## config.mk

```make
export PLATFORM = sky130hd
export DESIGN_NAME = pal_053326_d21_decoder
export DESIGN_NICKNAME = d
export VERILOG_FILES = /design/src/rtl/pal_053326_d21_decoder_pkg.sv /design/src/rtl/pal_053326_d21_decoder_decode_core.sv /design/src/rtl/pal_053326_d21_decoder.sv
export SDC_FILE = /design/constraint.sdc
export NUM_CORES = 1
export LEC_CHECK = 0
export BUFFER_PORTS_ARGS = -buffer_cell sky130_fd_sc_hd__buf_4
export CORE_AREA = 3 3 40 42
export DETAILED_ROUTE_END_ITERATION = 10
export DIE_AREA = 0 0 43 45
export SKIP_LAST_GASP = 1
export SLEW_MARGIN = 20
export SYNTH_ARGS = -nofsm -noshare
export SYNTH_HDL_FRONTEND = slang
export SYNTH_HIERARCHICAL = 1
export SYNTH_SLANG_ARGS = --single-unit
```

## constraint.sdc

```tcl
create_clock -name clk -period 2.3 [get_ports clk]
set_clock_uncertainty 0.15 [all_clocks]
set_input_delay 0.23 -clock clk [delete_from_list [all_inputs] [get_ports clk]]
set_output_delay 0.23 -clock clk [all_outputs]
set_load 0.005 [all_outputs]
```

## src/rtl/pal_053326_d21_decoder_pkg.sv

```systemverilog
// Shared decode map for the Aliens 053326-D21 address decoder: input/output bit
// positions, region match values and the all-deselected output pattern.
package d21_pkg;

  localparam int IDX_AS_N = 9;
  localparam int IDX_BK4  = 8;
  localparam int IDX_INIT = 7;
  localparam int IDX_MAF  = 6;
  localparam int IDX_MAE  = 5;
  localparam int IDX_MAD  = 4;
  localparam int IDX_MAC  = 3;
  localparam int IDX_MAB  = 2;
  localparam int IDX_MAA  = 1;
  localparam int IDX_WOCO = 0;

  localparam int OUT_D20_8   = 7;
  localparam int OUT_WORK    = 6;
  localparam int OUT_BANK    = 5;
  localparam int OUT_D20_13  = 4;
  localparam int OUT_D20_16  = 3;
  localparam int OUT_D18_5   = 2;
  localparam int OUT_PROG    = 1;
  localparam int OUT_C19_1   = 0;

  localparam logic       REG_PROG  = 1'b1;
  localparam logic [2:0] REG_BANK  = 3'b001;
  localparam logic [2:0] REG_WORK  = 3'b000;
  localparam logic [1:0] REG_VIDEO = 2'b01;
  localparam logic [5:0] PAL_BLOCK = 6'b000000;

  localparam logic [7:0] OUT_IDLE = 8'hFF;

endpackage

```

## src/rtl/pal_053326_d21_decoder_decode_core.sv

```systemverilog
// Combinational decode of strobe, A15..A10, BK4, INIT and WOCO into eight
// active-low chip selects; no state.
module d21_decode_core
  import d21_pkg::*;
(
  input  logic [9:0] in,
  output logic [7:0] out_n
);

  logic       act;
  logic [5:0] a;
  logic       t_prog, t_bank, t_pal, t_work, t_video;

  assign act = ~in[IDX_AS_N];
  assign a   = in[IDX_MAF:IDX_MAA];

  assign t_prog  = act && (a[5] == REG_PROG);
  assign t_bank  = act && (a[5:3] == REG_BANK);
  assign t_pal   = act && (a == PAL_BLOCK) && in[IDX_WOCO];
  // Palette steals the bottom 1 KiB of the work RAM page when WOCO is set.
  assign t_work  = act && (a[5:3] == REG_WORK) && !t_pal;
  assign t_video = act && (a[5:4] == REG_VIDEO);

  always_comb begin
    out_n              = OUT_IDLE;
    out_n[OUT_PROG]    = ~t_prog;
    out_n[OUT_BANK]    = ~t_bank;
    out_n[OUT_D18_5]   = ~(t_bank && !in[IDX_BK4]);
    out_n[OUT_D20_8]   = ~(t_bank && in[IDX_BK4]);
    out_n[OUT_D20_16]  = ~t_pal;
    out_n[OUT_WORK]    = ~t_work;
    out_n[OUT_D20_13]  = ~(t_video && !in[IDX_INIT]);
    out_n[OUT_C19_1]   = ~(t_video && in[IDX_INIT]);
  end

endmodule

```

## src/rtl/pal_053326_d21_decoder.sv

```systemverilog
// PAL 053326-D21 replacement: registered active-low selects, 1-cycle latency.
// Define D21_COMB_OUT_EN for zero-latency combinational outputs gated by rst.
module pal_053326_d21_decoder
  import d21_pkg::*;
(
  input  logic       clk,
  input  logic       rst,
  input  logic [9:0] in,
  output logic [7:0] out
);

  logic [7:0] dec_n;

  d21_decode_core u_core (
    .in    (in),
    .out_n (dec_n)
  );

`ifdef D21_COMB_OUT_EN
  logic unused_clk;
  assign unused_clk = clk;
  assign out = rst ? OUT_IDLE : dec_n;
`else
  always_ff @(posedge clk) begin
    if (rst) out <= OUT_IDLE;
    else     out <= dec_n;
  end
`endif

endmodule

```

==> results.toml <==
[outcome]
outcome = "completed"

[cells_and_area]
instances_no_fill = 65
nFillCells = 139
syn2layout_area_growth_pct = 63.9
largest_register_ffs = 8
drive_above_1_share = 0.460
top_register = "out"
fin_util = 0.367
reg_top3 = "out: 8 flops"
diodes = 0
design_area_um2 = 472
nets = 64

[floorplanning]
io_pins = 20
dieArea_mm2 = 0.00194
die_width_um = 43
die_y_um = 45
start_util = 0.224
rows = 13
core_mm2 = 0.00128

[clock_tree]
cts_hold_buf = 0
clockRootBuffer = "clkbuf_4"
cts_setup_buffers = 0
ctsResizeCount = 0
clock_sinks = 8
clkTransAtPathRegs_ps = 50
cts-buffers-inserted = 3
cts_tree = "built"
htree_levels = 1
ctsLongestPathBuffers = 2

[placed_design]
port-buffer-count = 19
dp_cells = 62
place_congestion = 0.714
postPlaceCellArea_um2 = 449

[route]
detail-route-antenna-nets = 0
drc = 0
drt-vias-per-instance = 3.71
drt-initial-drc-count = 2
dr.pass1.iters = 2
wl_per_cell_um = 8.45
vias = 241
totalWireLength_um = 549

[yosys]
synth_simple_gate_area_share = 0.430
synth_cells = 28
yosysWarnings = 6
ys_top_cells_by_area = "dfxtp_1, or2_1, nor4b_2"
avgSynthCellArea_um2 = 10.3
netlist_area_um2 = 288
synth-compound-area-share = 0
yosysSeqAreaShare = 0.557
synth_top_area_cell = "dfxtp_1"
muxShareOfSynthArea = 0
synth-adder-area-share = 0
synth_top_cell_area_share = 0.557
synth_nets = 40
synth-seq-cells = 8
synth_top_family_by_area = "simple AND/OR/NAND/NOR gates"
synth_xor_area_frac = 0
yosys.cell_types.count = 12

[setup_path]
arrival_ps = 680
cp_top_family = "flip-flops"
path_buf_inv = 1
critical-path-max-stage-delay_ps = 300
worst_path_max_delay_cell = "dfxtp_1"
crit_path_start_kind = "register"
endpoint_kind = "output port"
crit_type = "register to output port"
worstPathRequired_ps = 1920
cp_cell_sequence = "buf_4"
critPathMaxFanout = 1

[timing]
final-setup-viol-count = 0
hold_viol = 0
final.setup.tns_ps = 0
fin_crit_sh = 0.461
worst_pin_slew_ps = 324
rsz0062_at_grt = "no"
max_freq_mhz = 942
slew_headroom = 0.781
drv_slew = 0
min_period_ps = 1060

[global_route]
grt_max_degree = 9
grt_usage = 0.0602
grt_pass1_vias = 222
grt_overflow = 0
antenna_found_initial = 0
grt_pass1_wl_um = 828

[hold_path]
min_to = "out[0]$_SDFF_PP1_"
min_path_type = "input pin to register"
min_from = "rst"
hold-path-cell-count = 2

[power_and_ir_drop]
vdd_drop_max_mv = 0.161
p_leak_nw = 0.186
power.total_mw = 0.272
power_density_mw_per_mm2 = 578

[flow_run]
drv_cap = 0
## metrics by stage
| step | hold slack, ps | setup WS [ps] |
|---|---|---|
| after floorplan | 177 | 1210 |
| after global placement | 314 | 1020 |
| after detailed placement | 312 | 999 |
| after CTS | 43.7 | 1210 |
| after global routing | 69.1 | 1180 |
| final | 53.2 | 1240 |
## where the power goes
group / leakage (nW) / total (mW) / internal, mW / switching, mW
combinational: 0.108 / 0.0278 / 0.0187 / 0.00910
sequential: 0.0651 / 0.142 / 0.141 / 0.000548
clock: 0.0138 / 0.103 / 0.0594 / 0.0436
## area by class of cell
cell class | count | area (µm²) | area share
timing repair buffer | 19 | 143 | 0.302
tap | 15 | 18.8 | 0.0398
sequential | 8 | 160 | 0.340
multi-input combinational | 19 | 124 | 0.263
clock buffer | 3 | 22.5 | 0.0477
inverter | 1 | 3.75 | 0.00796
## cells in the final DEF (no fill, tap or decap), drive strengths merged
cell,instances
nand3b,1
nand3,1
nor2,1
or2,8
buf,19
dfxtp,8
clkbuf,3
inv,1
nand2,2
or2b,1
nor4b,2
nor4,1
nand2b,2
## cells in the mapped netlist
cell,number
nor2_1,1
inv_1,1
nand3b_1,1
nor4_1,1
nand3_1,1
or2_1,8
nand2b_1,2
nand2_1,2
nor4b_1,1
dfxtp_1,8
or2b_1,1
nor4b_2,1
## routing by layer
| metal | share of wire | vias up | routed length (µm) | GRT usage |
|---|---|---|---|---|
| met5 | 0 | - | 0 | 0 |
| met4 | 0 | 0 | 0 | 0.0723 |
| met3 | 0.13 | 0 | 71 | 0.00797 |
| met2 | 0.49 | 14 | 271 | 0.0868 |
| met1 | 0.38 | 92 | 206 | 0.0707 |
| li1 | - | 135 | - | - |
## how the worst max path moves through the flow
stage,cells after the start,slack (ps),from,to
floorplan,3,1210,in[6],out[6]$_SDFF_PP1_
detailed placement,4,1000,in[6],out[6]$_SDFF_PP1_
CTS,1,1210,out[7]$_SDFF_PP1_,out[7]
global placement,4,1020,in[2],out[3]$_SDFF_PP1_
global route,4,1180,in[6],out[6]$_SDFF_PP1_
finish,1,1240,out[7]$_SDFF_PP1_,out[7]
## cells by family (layout without fill, tap and decap cells)
family | after synthesis | count (layout)
AND/OR/NAND/NOR | 19 | 19
flip-flops | 8 | 8
buffers and inverters | 1 | 23
No activity file was read; power rests on OpenSTA's default activity.
